`src/rtl/fir_pkg.sv`:
```
// Shared FIR definitions: accumulator sizing, default coefficient value,
// output clip bounds and sample/coefficient/accumulator types for the
// reference configuration (4 taps, 16-bit samples, Q1.7 coefficients).
package fir_pkg;

    localparam int DEF_TAPS   = 4;
    localparam int DEF_DATA_W = 16;
    localparam int DEF_COEF_W = 8;
    localparam int DEF_FRAC_W = 7;

    // Full-precision accumulator: product width plus growth for the tap sum.
    function automatic int acc_width(input int data_w, input int coef_w, input int taps);
        return data_w + coef_w + $clog2(taps);
    endfunction

    // Moving-average coefficient: unity gain split evenly across the taps.
    function automatic int default_coef(input int frac_w, input int taps);
        return (1 << frac_w) / taps;
    endfunction

    localparam int DEF_ACC_W = acc_width(DEF_DATA_W, DEF_COEF_W, DEF_TAPS);

    typedef logic signed [DEF_DATA_W-1:0] sample_t;
    typedef logic signed [DEF_COEF_W-1:0] coef_t;
    typedef logic signed [DEF_ACC_W-1:0]  acc_t;

    localparam sample_t SAMPLE_MAX = sample_t'(2**(DEF_DATA_W-1) - 1);
    localparam sample_t SAMPLE_MIN = sample_t'(-(2**(DEF_DATA_W-1)));

endpackage

```
`src/rtl/fir_round_sat.sv`:
```
// Combinational round-half-up, arithmetic right shift and clip to OUT_W
// signed bits. sat_o flags a clipped result. Requires IN_W >= OUT_W and
// SHIFT >= 1.
module fir_round_sat
    import fir_pkg::*;
#(
    parameter int IN_W  = 26,
    parameter int OUT_W = 16,
    parameter int SHIFT = 7
) (
    input  logic signed [IN_W-1:0]  acc_i,
    output logic signed [OUT_W-1:0] data_o,
    output logic                    sat_o
);

    // One guard bit so adding the half-LSB can never wrap.
    localparam logic signed [IN_W:0] HALF = (IN_W+1)'(1) << (SHIFT-1);
    localparam logic signed [IN_W:0] MAXV = {{(IN_W-OUT_W+2){1'b0}}, {(OUT_W-1){1'b1}}};
    localparam logic signed [IN_W:0] MINV = {{(IN_W-OUT_W+2){1'b1}}, {(OUT_W-1){1'b0}}};

    logic signed [IN_W:0] rnd;
    logic signed [IN_W:0] shr;

    // Round, scale down, then clip to the output range.
    always_comb begin
        rnd    = {acc_i[IN_W-1], acc_i} + HALF;
        shr    = rnd >>> SHIFT;
        data_o = shr[OUT_W-1:0];
        sat_o  = 1'b0;
        if (shr > MAXV) begin
            data_o = MAXV[OUT_W-1:0];
            sat_o  = 1'b1;
        end else if (shr < MINV) begin
            data_o = MINV[OUT_W-1:0];
            sat_o  = 1'b1;
        end
    end

endmodule

```
`src/rtl/fir_filter_param.sv`:
```
// Parametrised direct-form FIR: stage 1 is the sample delay line, stage 2
// registers the rounded/saturated tap sum. Two-edge latency, one sample
// per cycle. Define FIR_COEF_LOAD_EN to make the coefficients writable;
// otherwise they are the fixed moving-average set and coef_* are ignored.
module fir_filter_param
    import fir_pkg::*;
#(
    parameter int TAPS   = 4,
    parameter int DATA_W = 16,
    parameter int COEF_W = 8,
    parameter int FRAC_W = 7
) (
    input  logic                     clk,
    input  logic                     reset,
    input  logic                     in_valid,
    input  logic signed [DATA_W-1:0] data_in,
    input  logic                     flush,
    input  logic                     coef_wr,
    input  logic [$clog2(TAPS)-1:0]  coef_addr,
    input  logic signed [COEF_W-1:0] coef_data,
    output logic                     out_valid,
    output logic signed [DATA_W-1:0] data_out,
    output logic                     primed,
    output logic                     sat
);

    localparam int AW    = $clog2(TAPS);
    localparam int CW    = $clog2(TAPS+1);
    localparam int ACC_W = acc_width(DATA_W, COEF_W, TAPS);

    localparam logic [COEF_W-1:0] C_DEF  = COEF_W'(default_coef(FRAC_W, TAPS));
    localparam logic [CW-1:0]     TAPS_C = CW'(TAPS);

    // x[0] is the newest sample; index k holds the sample k acceptances old.
    logic [TAPS-1:0][DATA_W-1:0] x_q, x_d;
    logic [TAPS-1:0][COEF_W-1:0] c;
    logic [CW-1:0]               cnt_q, cnt_d;
    // [0]: a sample sits in the delay line awaiting stage 2, [1]: out_valid.
    logic [1:0]                  vld_pipe_q, vld_pipe_d;
    logic                        primed_q, primed_d;
    logic                        sat_q, sat_d;
    logic [DATA_W-1:0]           data_out_q, data_out_d;

    logic signed [ACC_W-1:0]     acc;
    logic signed [DATA_W-1:0]    rs_data;
    logic                        rs_sat;

`ifdef FIR_COEF_LOAD_EN
    localparam logic [AW:0] TAPS_A = TAPS[AW:0];

    logic [TAPS-1:0][COEF_W-1:0] c_q, c_d;

    // Coefficient write port; out-of-range addresses are dropped.
    always_comb begin
        c_d = c_q;
        if (coef_wr && ({1'b0, coef_addr} < TAPS_A))
            c_d[coef_addr] = coef_data;
    end

    // Coefficient storage, back to the moving-average set on reset.
    always_ff @(posedge clk) begin
        if (reset) c_q <= {TAPS{C_DEF}};
        else       c_q <= c_d;
    end

    assign c = c_q;
`else
    logic coef_unused;
    assign coef_unused = ^{coef_wr, coef_addr, coef_data};
    assign c = {TAPS{C_DEF}};
`endif

    // Multiply-accumulate across all taps at full precision.
    always_comb begin
        acc = '0;
        for (int k = 0; k < TAPS; k++)
            acc = acc + ACC_W'($signed(x_q[k])) * ACC_W'($signed(c[k]));
    end

    fir_round_sat #(
        .IN_W  (ACC_W),
        .OUT_W (DATA_W),
        .SHIFT (FRAC_W)
    ) u_round_sat (
        .acc_i  (acc),
        .data_o (rs_data),
        .sat_o  (rs_sat)
    );

    // Next-state: delay line shift, fill counter and stage-2 output capture.
    // flush beats in_valid and kills the result waiting in stage 2.
    always_comb begin
        x_d        = x_q;
        cnt_d      = cnt_q;
        vld_pipe_d = {vld_pipe_q[0] & ~flush, 1'b0};
        primed_d   = primed_q | (vld_pipe_q[0] && (cnt_q == TAPS_C));
        if (flush) begin
            x_d      = '0;
            cnt_d    = '0;
            primed_d = 1'b0;
        end else if (in_valid) begin
            x_d           = {x_q[TAPS-2:0], data_in};
            vld_pipe_d[0] = 1'b1;
            if (cnt_q != TAPS_C)
                cnt_d = cnt_q + 1'b1;
        end
        data_out_d = vld_pipe_d[1] ? rs_data : data_out_q;
        sat_d      = vld_pipe_d[1] & rs_sat;
    end

    // Pipeline registers with synchronous reset.
    always_ff @(posedge clk) begin
        if (reset) begin
            x_q        <= '0;
            cnt_q      <= '0;
            vld_pipe_q <= '0;
            primed_q   <= 1'b0;
            sat_q      <= 1'b0;
            data_out_q <= '0;
        end else begin
            x_q        <= x_d;
            cnt_q      <= cnt_d;
            vld_pipe_q <= vld_pipe_d;
            primed_q   <= primed_d;
            sat_q      <= sat_d;
            data_out_q <= data_out_d;
        end
    end

    assign out_valid = vld_pipe_q[1];
    assign data_out  = data_out_q;
    assign primed    = primed_q;
    assign sat       = sat_q;

endmodule

```
`config.mk`:
```
export PLATFORM = sky130hd
export DESIGN_NAME = fir_filter_param
export DESIGN_NICKNAME = d
export VERILOG_FILES = /design/src/rtl/fir_pkg.sv /design/src/rtl/fir_round_sat.sv /design/src/rtl/fir_filter_param.sv
export SDC_FILE = /design/constraint.sdc
export NUM_CORES = 1
export LEC_CHECK = 0
export BUFFER_PORTS_ARGS = -buffer_cell sky130_fd_sc_hd__buf_2
export CORE_MARGIN = 4
export CORE_UTILIZATION = 35
export CTS_BUF_LIST = sky130_fd_sc_hd__clkbuf_16
export CTS_CLUSTER_SIZE = 28
export DETAILED_ROUTE_END_ITERATION = 8
export SYNTH_ARGS = -nofsm -noshare
export SYNTH_HDL_FRONTEND = slang
export SYNTH_SLANG_ARGS = --single-unit
```
`constraint.sdc`:
```
create_clock -name clk -period 5.5 [get_ports clk]
set_clock_uncertainty 0.15 [all_clocks]
set_input_delay 0.275 -clock clk [delete_from_list [all_inputs] [get_ports clk]]
set_output_delay 0.275 -clock clk [all_outputs]
set_load 0.01 [all_outputs]
```
# After elaboration in Yosys (flattened, before gate mapping)
# Index checks and enable logic that the tools add are counted.
# W data, S select, Z words.
word_totals:
  ff_bits: 87
classes:
  n_addsub: 5
  magnitude_cmp: 2
  n_eq_ne: 2
  n_mux: 5
  bitwise: 4
  n_reduce_logical: 3
ops:
  columns: ["cell", "count"]
  rows:
  - ["$mux W16", 2]
  - ["$add A24 B8 Y25 const B", 1]
  - ["$add A23 B21 Y24", 1]
  - ["$add A22 B21 Y23", 1]
  - ["$add A21 B21 Y22", 1]
  - ["$gt A18 B16 Y1 const B", 1]
  - ["$lt A18 B16 Y1 const B", 1]
  - ["$add A3 B1 Y3 const B", 1]
  - ["$eq A3 B3 Y1 const B", 1]
  - ["$mux W1", 3]
  - ["$ne A3 B3 Y1 const B", 1]
  - ["$and A1 B1 Y1", 2]
  - ["$reduce_and A2 Y1", 1]
  - ["$reduce_or A2 Y1", 1]
  - ["$logic_and A1 B1 Y1", 1]
  - ["$not A1 Y1", 1]
  - ["$or A1 B1 Y1", 1]

# Logic depth before layout (Yosys ltp)
# Gate-level depths: netlist (run 1).
logic_depth:
  ltp_word: 8
  depth_mapped: 16
  depth_no_buf: 15

# By module
# Synthesis (run 1) repeated with hierarchy kept, for this count alone.
hier_totals:
  cells_unflattened: 654
  hier_area_um2: 5728.0
by_module_without_submodules:
  columns: ["mod", "instances", "cells_each", "area_per_inst_um2", "seq_area_each_um2"]
  rows:
  - ["fir_filter_param", 1, 535, 4850.9, 1741.7]
  - ["fir_round_sat", 1, 119, 877.1, 0.0]

# Worst setup path after synthesis (run 1)
# No wires, ideal clock.
synth_timing:
  path_type: "reg2reg"
  from: "register x_q[2] in the netlist's numbering"
  to: "register data_out_q[10], in the netlist data_out[10]"
  t_arrival_ns: 4.030
  t_required_ns: 5.209
  path_slack_ns: 1.179
  path_stages_with_launch: 15
  path_cell_list: "dfxtp_1 inv_1 fa_1 inv_1 fa_1 ha_1 ha_1 fa_1 a211oi_1 o211ai_1 a211o_1 a311o_4 o211ai_4 buf_6 o311ai_2"
synth_between:
  elab_chain_len: 7
  elab_cells_between_ends: 8
synth_rtl:
  columns: ["item", "line_no", "source"]
  rows:
  - ["from (decl)", "fir_filter_param.sv:35", "logic [TAPS-1:0][DATA_W-1:0] x_q, x_d;"]
  - ["from (signal assigned)", "fir_filter_param.sv:114", "x_q <= '0;"]
  - ["from (signal assigned)", "fir_filter_param.sv:121", "x_q <= x_d;"]
  - ["$add A21 B21 Y22 (*)", "fir_filter_param.sv:77", "acc = acc + ACC_W'($signed(x_q[k])) * ACC_W'($signed(c[k]));"]
  - ["$add A22 B21 Y23 (*)", "fir_filter_param.sv:77", null]
  - ["$add A23 B21 Y24 (*)", "fir_filter_param.sv:77", null]
  - ["$add A24 B8 Y25 (*)", "fir_round_sat.sv:26", "rnd = {acc_i[IN_W-1], acc_i} + HALF;"]
  - ["$lt A18 B16 Y1", "fir_round_sat.sv:33", "end else if (shr < MINV) begin"]
  - ["$mux W16", "fir_round_sat.sv:33", null]
  - ["$mux W16 (*)", "fir_round_sat.sv:30", "if (shr > MAXV) begin"]
  - ["to (signal assigned)", "fir_filter_param.sv:126", "data_out_q <= data_out_d;"]
  - ["to (decl)", "fir_filter_param.sv:42", "logic [DATA_W-1:0] data_out_q, data_out_d;"]
# Every way passes the cells marked *; elsewhere a longest branch is shown, timed or not.
# A chain may end at the register's enable or synchronous reset.

# Worst setup path in the final report (run 1)
layout_timing:
  from: "register x_q[2] in the netlist's numbering"
  to: "register data_out_q[8], in the netlist data_out[8]"
# The elaborated chain is that of the path after synthesis.

==> results.cfg, run 1 <==
[placed_design]
io_buffers = 38
placed_cells = 743
dp_hpwl_mm = 7.52
pre_cts_slack_ps = 649
gp_congestion = 0.781
dpl_cell_area_um2 = 5590

[final_layout]
finalNetCount = 671
stdcell_count = 760
regArea_um2 = 1740
syn_to_final_growth_pct = 12.7
mostFrequentLayoutCells = 87 x dfxtp_1, 85 x inv_1, 77 x nor2_1
design_area_um2 = 5950
multi_input_area_um2 = 3100
layout_commonest_cell = dfxtp_1
drive_gt1_frac = 0.135
diodes = 0
fill_cells = 1423

[pwr]
ir_drop_v = 0.000134
powerDensity_nw_per_um2 = 248
p_leak_uw = 0.00285
power_uw = 1480

[yosys]
synthCells = 545
syn_area_per_cell_um2 = 9.70
synth_cell_types = 58
synth_edf_count = 0
synth_top_area_cell = dfxtp_1
ys_seq_elements = 87
yosysSeqAreaShare = 0.330
async_reset_ff_frac = 0
synthDominantCellAreaShare = 0.330
syn_nets = 645
synthFlopType = dfxtp_1
synth_warnings = 0
yosys-top-cells-area = dfxtp_1 33%, fa_1 12%, mux2i_1 12%, ha_1 8.8%, inv_1 6.0%
syn-cell-area_um2 = 5280

[run]
cap_violations = 0

[floorplanning]
die_w_um = 131
die_y_um = 131
pin_count = 50
fp-row-count = 44
core_um2 = 14600
dieArea_um2 = 17100
start_util = 0.361

[timing]
timing.final.ws_setup_ps = 651
rsz0062_at_grt = false
timing.fmax_mhz = 206
finalHoldViolations = 0
finalCritPeriodShare = 0.882
worstMarginPinSlew_ps = 1100
slew_violations = 0
fin_tns_setup_ps = 0
min_period_ps = 4850
slew_headroom = 0.270
setup_viol = 0

[grt]
grt_max_degree = 70
globalRouteOverflowTotal = 0
grt_use_total = 0.128
grt_pass1_wl_mm = 17.6
grt_pass1_vias = 3847
antenna_found_initial = 0

[critical_path]
end_kind = flip-flop
crit_type = flip-flop to flip-flop
worstSetupStartpointType = flip-flop
worstPathRequired_ps = 5540
path_max_fanout = 13
critPathArrivalTime_ps = 4890

[route]
via_per_inst = 4.88
dr.pass1.iters = 4
drt_wl_total_mm = 10.1
dr_total_vias = 3706
drc_errors = 0
wl_per_cell_um = 13.3
drtIter0Drc = 179
ant_nets = 0

[clock_tree]
cts_setup_buffers = 0
cts_tree = done
clk_path_buf_depth = 2
htree_levels = 3
clock_latency_ps = 350
clock-sinks = 87
cts_buffers = 9
cts-root-buf = clkbuf_16
path_clk_slew_ps = 70

[hold_path]
worst_hold_path_type = primary input to flip-flop

[run_status]
outcome = complete, no violations
## sequential cells by signal (all words and copies together) (netlist names)
signal,cells
x_q,64
data_out,16
cnt_q,3
vld_pipe_q,2
primed,1
sat,1
## per-stage QoR
stage / utilization / hold WS, ps
after global routing: 0.407 / 23.7
after CTS: 0.407 / 1.66
after floorplan: - / 198
final: 0.407 / 11.6
after global placement: 0.382 / 311
after detailed placement: 0.382 / 317
## power by group
part	internal (uW)	switching [uW]
logic	44.7	64.8
registers	638	6.37
clock network	450	272
total	1130	344
## routing by layer
layer,share of wire,vias to the layer above,GRT usage
li1,-,1866,-
met1,0.42,1783,0.149
met2,0.52,41,0.225
met3,0.030,16,0.0280
met4,0.026,0,0.0544
met5,0,-,0
## cell families after synthesis
| group | count (synthesis) | synth area share |
|---|---|---|
| AOI/OAI and AO/OA | 82 | 0.139 |
| muxes | 64 | 0.121 |
| xor gates and xnor gates | 13 | 0.0215 |
| adders and majority gates | 69 | 0.209 |
| DFF | 87 | 0.330 |
| and+or+nand+nor | 120 | 0.0959 |
| buffers and inverters | 110 | 0.0836 |
## Yosys cell counts, drive strengths merged (2+ instances only)
library cell,n
dfxtp,87
inv,85
nor2,77
mux2i,64
ha,37
fa,32
nand2,23
a21oi,22
buf,13
clkbuf,10
o311ai,10
a21o,8
o211ai,7
xnor2,7
xor2,6
o21ai,5
a31oi,4
a211o,3
a211oi,3
nand3,3
nand4,3
o21bai,3
a2111oi,2
a222oi,2
a41oi,2
and2,2
and3,2
dlygate4sd1,2
nor2b,2
o211a,2
or2,2
## path summary, 6_finish.rpt
kind,startpoint,to,slack (ps),depth (start not counted)
min,data_in[9],x_q[9]$_SDFFE_PP0P_,10,3
min reg2reg,data_out[1]$_SDFFE_PP0P_,data_out[1]$_SDFFE_PP0P_,330,2
max,x_q[2]$_SDFFE_PP0P_,data_out[8]$_SDFFE_PP0P_,650,13
max reg2reg,x_q[2]$_SDFFE_PP0P_,data_out[8]$_SDFFE_PP0P_,650,13
## repair_timing
action	4_1_cts	5_1_grt
hold endpoints to repair	1	0
hold buffers	1	0
setup endpoints to repair	0	0
gates resized for setup	0	0
## worst max-delay path: stages (launching register included)
cell and delay [ps]:
dfxtp_1 350, inv_1 70, fa_1 540, inv_1 50, fa_1 450, ha_1 300
ha_1 240, fa_1 440, a211oi_1 340, o211ai_1 180, a211o_1 370, a311o_4 490
o211ai_4 490, o311ai_2 200
## layout make-up
class / instances / area share
clock inverter: 7 / 0.0212
timing repair buffer: 40 / 0.0353
inverter: 85 / 0.0536
multi-input combinational: 348 / 0.521
sequential: 87 / 0.293
tap: 184 / 0.0387
clock buffer: 9 / 0.0378
Note: power is estimated with default switching activity, not from simulation.
==> run 2, diff against run 1 <==
ABC_AREA = 1   (was unset)
BUFFER_PORTS_ARGS = unset   (was -buffer_cell sky130_fd_sc_hd__buf_2)
DONT_BUFFER_PORTS = 1   (was unset)
==> run 2 against run 1 <==
Compared with the run above:
- combinational power rose by 110%
- synthesized cell count grew 16%
- fmax rose by 21%
- count of clock-buffer cells in the layout is the same
- core utilization increased by 0.14 points
- global-route usage grew 0.50 points
- die area is 3.3% lower
- setup slack better by 840 ps
- power grew 4.9%
- critical path depth rose by 4
- critical path type unchanged
==> results.cfg, run 2 <==
[run_status]
outcome = complete, no violations

[yosys]
async_reset_ff_frac = 0
synth_common_cells = 107 x inv_1, 99 x nand2_1, 87 x dfxtp_1, 85 x a21oi_1, 72 x o21ai_0
synth_top_area_cell = dfxtp_1
yosys-top-cells-area = dfxtp_1 34%, fa_1 13%, ha_1 9.1%, a21oi_1 8.3%, inv_1 7.9%
syn_area_per_cell_um2 = 8.07
synth_edf_count = 0
syn-cell-area_um2 = 5100
yosysMostFrequentCell = inv_1
synthCells = 632
synth_cell_types = 34
yosysSeqAreaShare = 0.342
syn_nets = 732
synthFlopType = dfxtp_1
synth_warnings = 0
ys_seq_elements = 87
synthDominantCellAreaShare = 0.342

[placed_design]
gp_congestion = 0.787
io_buffers = 0
dp_hpwl_mm = 7.74
placed_cells = 789

[route]
dr.pass1.iters = 4
dr_total_vias = 3900
wl_per_cell_um = 12.8
drtIter0Drc = 177
ant_nets = 0
via_per_inst = 4.74
drt_wl_total_mm = 10.6
drc_errors = 0

[final_layout]
regMostFlops = x_q
drive_gt1_frac = 0.0747
syn_to_final_growth_pct = 12.8
stdcell_count = 823
largest_reg_flops = 64
mostFrequentLayoutCells = 107 x inv_1, 99 x nand2_1, 87 x dfxtp_1
finalNetCount = 738
layout_commonest_cell = inv_1
diodes = 0

[timing]
worstMarginPinSlew_ps = 998
slew_headroom = 0.334
min_period_ps = 4010
holdWs_ps = 6.11
slew_violations = 0
timing.fmax_mhz = 249
setup_viol = 0
finalCritPeriodShare = 0.729
finalHoldViolations = 0
rsz0062_at_grt = false
fin_tns_setup_ps = 0

[pwr]
p_sw_uw = 410
powerDensity_nw_per_um2 = 269
pwr-share-seq = 0.428
switching_share = 0.265
power.share.clock = 0.425
p_int_uw = 1140
ir_drop_v = 0.000187
power_frac_comb = 0.146
p_leak_uw = 0.00265

[critical_path]
critPathArrivalTime_ps = 4050
r2r_slack_ps = 1490
worstSetupStartpointType = flip-flop
worstPathRequired_ps = 5540
r2r_start = x_q[2]$_SDFFE_PP0P_
crit_type = flip-flop to flip-flop
end_kind = flip-flop
rr_worst_depth = 17
reg2reg_to = data_out[3]$_SDFFE_PP0P_
path_max_fanout = 13

[floorplanning]
die_w_um = 129
start_util = 0.362
dieArea_um2 = 16600
fp-row-count = 43
die_y_um = 129
core_um2 = 14100
pin_count = 50

[clock_tree]
clk_path_buf_depth = 2
cts_setup_buffers = 0
htree_levels = 3
cts_buffers = 9
clock_latency_ps = 340
cts-root-buf = clkbuf_16
cts_tree = done
clock-sinks = 87
path_clk_slew_ps = 70

[grt]
grt_max_degree = 78
globalRouteOverflowTotal = 0
grt_use_total = 0.133
grt_pass1_wl_mm = 17.9
grt_pass1_vias = 3785
antenna_found_initial = 0

[hold_path]
min-delay-start = data_in[10]
worstHoldEndpoint = x_q[10]$_SDFFE_PP0P_
worst_hold_path_type = primary input to flip-flop
whs_path_depth = 2

[run]
cap_violations = 0
## run 2: critical path: stages, from the launching register on
cell	delay [ps]
dfxtp_1	300
inv_1	90
fa_1	540
inv_1	50
fa_1	450
ha_1	300
ha_1	260
fa_1	390
nand2_1	110
nand2_1	80
nand3_1	90
nand2_1	110
nand2_1	100
nand2_1	70
nand2_1	100
nand3_2	120
a21oi_4	430
a21oi_1	120
## run 2: what timing repair did
action | 4_1_cts | 5_1_grt
endpoints found under the hold margin | 64 | 0
resized for setup | 0 | 0
hold buffers | 18 | 0
setup endpoints to repair | 0 | 0
## run 2: layer usage
layer	track usage	up-vias	wire (um)
met4	0.0364	0	124
met3	0.0332	7	500
met2	0.202	71	4480
met1	0.187	1784	5440
li1	-	2038	-
met5	0	-	0
## run 2: area by class of cell
class	count	area, um2
fillers	1435	8350
multi-input cells	413	2850
flip-flops and latches	87	1740
inverters	108	405
clock buffers	9	225
well taps	180	225
repair buffers	19	205
clock inverters	7	103
## run 2: worst max-delay path by stage
stage          slack [ps]                 from                        end  cells after the start
3_5_place_dp         1490  x_q[2]$_SDFFE_PP0P_   data_out[3]$_SDFFE_PP0P_                     17
2_1_floorplan        1970  x_q[2]$_SDFFE_PP0P_  data_out[10]$_SDFFE_PP0P_                     18
6_report             1490  x_q[2]$_SDFFE_PP0P_   data_out[3]$_SDFFE_PP0P_                     17
4_1_cts              1470  x_q[2]$_SDFFE_PP0P_   data_out[3]$_SDFFE_PP0P_                     17
5_1_grt              1230  x_q[2]$_SDFFE_PP0P_   data_out[3]$_SDFFE_PP0P_                     17
3_3_place_gp         1540  x_q[2]$_SDFFE_PP0P_  data_out[14]$_SDFFE_PP0P_                     17
## run 2: power groups by stage
stage               registers, uW  logic (uW)  clock network, uW
floorplan                     675         170                  0
global placement              677         203                  0
detailed placement            678         206                  0
CTS                           664         230                680
global route                  666         262                703
finish                        664         227                659
## run 2: metrics by stage
step / util / cell area (um2) / power (uW) / setup WS [ps]
2_1_floorplan: - / 5100 / 845 / 1970
3_3_place_gp: 0.371 / 5230 / 880 / 1540
3_5_place_dp: 0.371 / 5230 / 884 / 1490
4_1_cts: 0.408 / 5750 / 1570 / 1470
5_1_grt: 0.408 / 5750 / 1630 / 1230
6_report: 0.408 / 5750 / 1550 / 1490
## run 2: cell families (layout without fill, tap and decap cells)
family                   Yosys count  count (layout)  share of synthesized area
XOR/XNOR                          11              11                     0.0189
AO/OA/AOI/OAI                    175             175                      0.187
buffers and inverters            132             143                      0.102
AND/OR/NAND/NOR                  158             158                      0.134
flip-flops                        87              87                      0.342
adder cells (fa/ha/maj)           69              69                      0.216
==> run 3, diff against run 2 <==
ABC_AREA = 0   (was 1)
clock period = 3.55 ns   (was 5.5 ns; I/O delays follow)
==> run 3 against run 2 <==
Compared with the run above:
- the flow now finishes with violations (negative setup slack)
- setup slack got worse by 2100 ps
- fmax decreased by 3.1%
- register-to-register slack got worse by 2100 ps
- final area increased by 21%
- count of clock-buffer cells in the layout unchanged
- first-iteration DRC count decreased by 4.0%
- sequential power increased by 51%
- via count increased by 3.7%
- routed wire length increased by 8.5%
- non-clock buffer count increased by 108
- sequential share of layout area decreased by 5.2 points
- largest cell class unchanged
- largest power group is now clock
==> results.cfg, run 3 (synthesized netlist as in run 1, its figures left out) <==
[critical_path]
cpPeakStageDelay_ps = 530
worstSetupStartpointType = flip-flop
crit_chain = inv_2 -> fa_1 -> inv_1 -> fa_1 -> ha_4 -> ha_4 -> fa_2 -> a211oi_2 -> o211ai_1 -> a211o_1 -> a311o_4 -> o211ai_4 -> buf_12 -> o311ai_2
worstPathRequired_ps = 3600
critPathArrivalTime_ps = 4190
slowest_stage = fa_1
crit_type = flip-flop to flip-flop
path_max_fanout = 12
end_kind = flip-flop

[grt]
antenna_found_initial = 0
grt_use_total = 0.140
grt_pass1_vias = 4080
grt_max_degree = 62
globalRouteOverflowTotal = 0
grt_pass1_wl_mm = 19.0

[timing]
finalCritPeriodShare = 1.17
slew_headroom = 0.333
min_period_ps = 4140
rsz0062_at_grt = true
setup_viol = 17
timing.final.ws_setup_ps = -587
slew_violations = 0
finalHoldViolations = 0
timing.fmax_mhz = 242
worstMarginPinSlew_ps = 996
fin_tns_setup_ps = -9210

[final_layout]
finalNetCount = 758
layout_commonest_cell = buf_4
fill_cells = 1373
diodes = 0
mostFrequentLayoutCells = 96 x buf_4, 82 x inv_1, 80 x dfxtp_1
regMostFlops = x_q
syn_to_final_growth_pct = 32.2
drive_gt1_frac = 0.255
largest_reg_flops = 64

[route]
dr.pass1.iters = 5
drtIter0Drc = 170
drt_wl_total_mm = 11.4
drc_errors = 0
dr_total_vias = 4043
wl_per_cell_um = 13.5
ant_nets = 0
route.layer.met1.wl_mm = 5.12
via_per_inst = 4.77
top_layer = met4
wl_met2_mm = 5.66
route.met3.wl_um = 457

[pwr]
powerDensity_nw_per_um2 = 321
ir_drop_v = 0.000235
p_leak_uw = 0.00331

[clock_tree]
clock_latency_ps = 340
path_clk_slew_ps = 60
clock-sinks = 87
clk_path_buf_depth = 2
cts_tree = done
htree_levels = 3
cts_buffers = 9
cts-root-buf = clkbuf_16

[floorplanning]
die_w_um = 131
pin_count = 50
start_util = 0.361
core_um2 = 14600
fp-row-count = 44
dieArea_um2 = 17100
die_y_um = 131

[run_status]
violations = negative setup slack
outcome = finished, violations left

[placed_design]
io_buffers = 0
dp_hpwl_mm = 8.61
gp_congestion = 0.781
pre_cts_slack_ps = -688

[run]
cap_violations = 0

[hold_path]
worst_hold_path_type = primary input to flip-flop
run 3: changes by cell type in the layout (fill, tap and decap cells not counted), moves of 13 or more:
cell	delta
o21ai_0	-70
nor2_1	+58
mux2i_1	+64
a21oi_1	-65
nand2_1	-76
inv_1	-25
nand3_1	-13
buf_4	+95
run 3: repair_timing:
action                                  4_1_cts  5_1_grt
setup buffers                                 3        2
resized for setup                            20        4
endpoints found under the hold margin        67        0
endpoints found under the setup margin       17       17
pin swaps                                    19        9
hold buffers                                 25        0
run 3: layout make-up:
type | instances | area [um2] | area share
multi-input cells | 348 | 3280 | 0.470
clock buffers | 9 | 225 | 0.0323
repair buffers | 127 | 1080 | 0.155
clock inverters | 7 | 93.8 | 0.0134
flip-flops and latches | 87 | 1750 | 0.251
inverters | 85 | 319 | 0.0457
well taps | 184 | 230 | 0.0330
run 3: final timing paths:
path                                      startpoint                  endpoint  slack (ps)  cells past startpoint
worst max-delay path             x_q[2]$_SDFFE_PP0P_  data_out[4]$_SDFFE_PP0P_        -590                     14
worst min-delay path                        in_valid  vld_pipe_q[0]$_SDFF_PP0_         130                      3
worst max register to register   x_q[2]$_SDFFE_PP0P_  data_out[4]$_SDFFE_PP0P_        -590                     14
worst min register to register  x_q[49]$_SDFFE_PP0P_      x_q[49]$_SDFFE_PP0P_         350                      2
run 3: report_power, final:
part,switching (uW),internal [uW],total (uW),leakage (uW)
registers,10.7,989,1000,0.000706
logic,110,112,221,0.00244
clock network,404,618,1020,0.000155
run 3: through the flow:
step | hold WS, ps | util | cell area, um2 | total power, uW | std cells
3_5_place_dp | 106 | 0.425 | 6220 | 1190 | 802
2_1_floorplan | 100 | - | 5340 | 1150 | 545
4_1_cts | 126 | 0.474 | 6950 | 2270 | 845
5_1_grt | 154 | 0.477 | 6980 | 2330 | 847
3_3_place_gp | 102 | 0.425 | 6220 | 1190 | 802
6_report | 134 | 0.477 | 6980 | 2240 | 847
run 3: worst max-delay path: cells and delay by family, from the launching register on:
family / cells / cell delay (ps)
AOI/OAI and AO/OA: 6 / 1440
DFF: 1 / 330
adders and majority gates: 5 / 1790
buffers and inverters: 3 / 260
run 3: per-layer routing:
metal  vias up  track usage
met4         0       0.0551
li1       2039            -
met1      1937        0.178
met2        52        0.234
met5         -            0
met3        15       0.0260
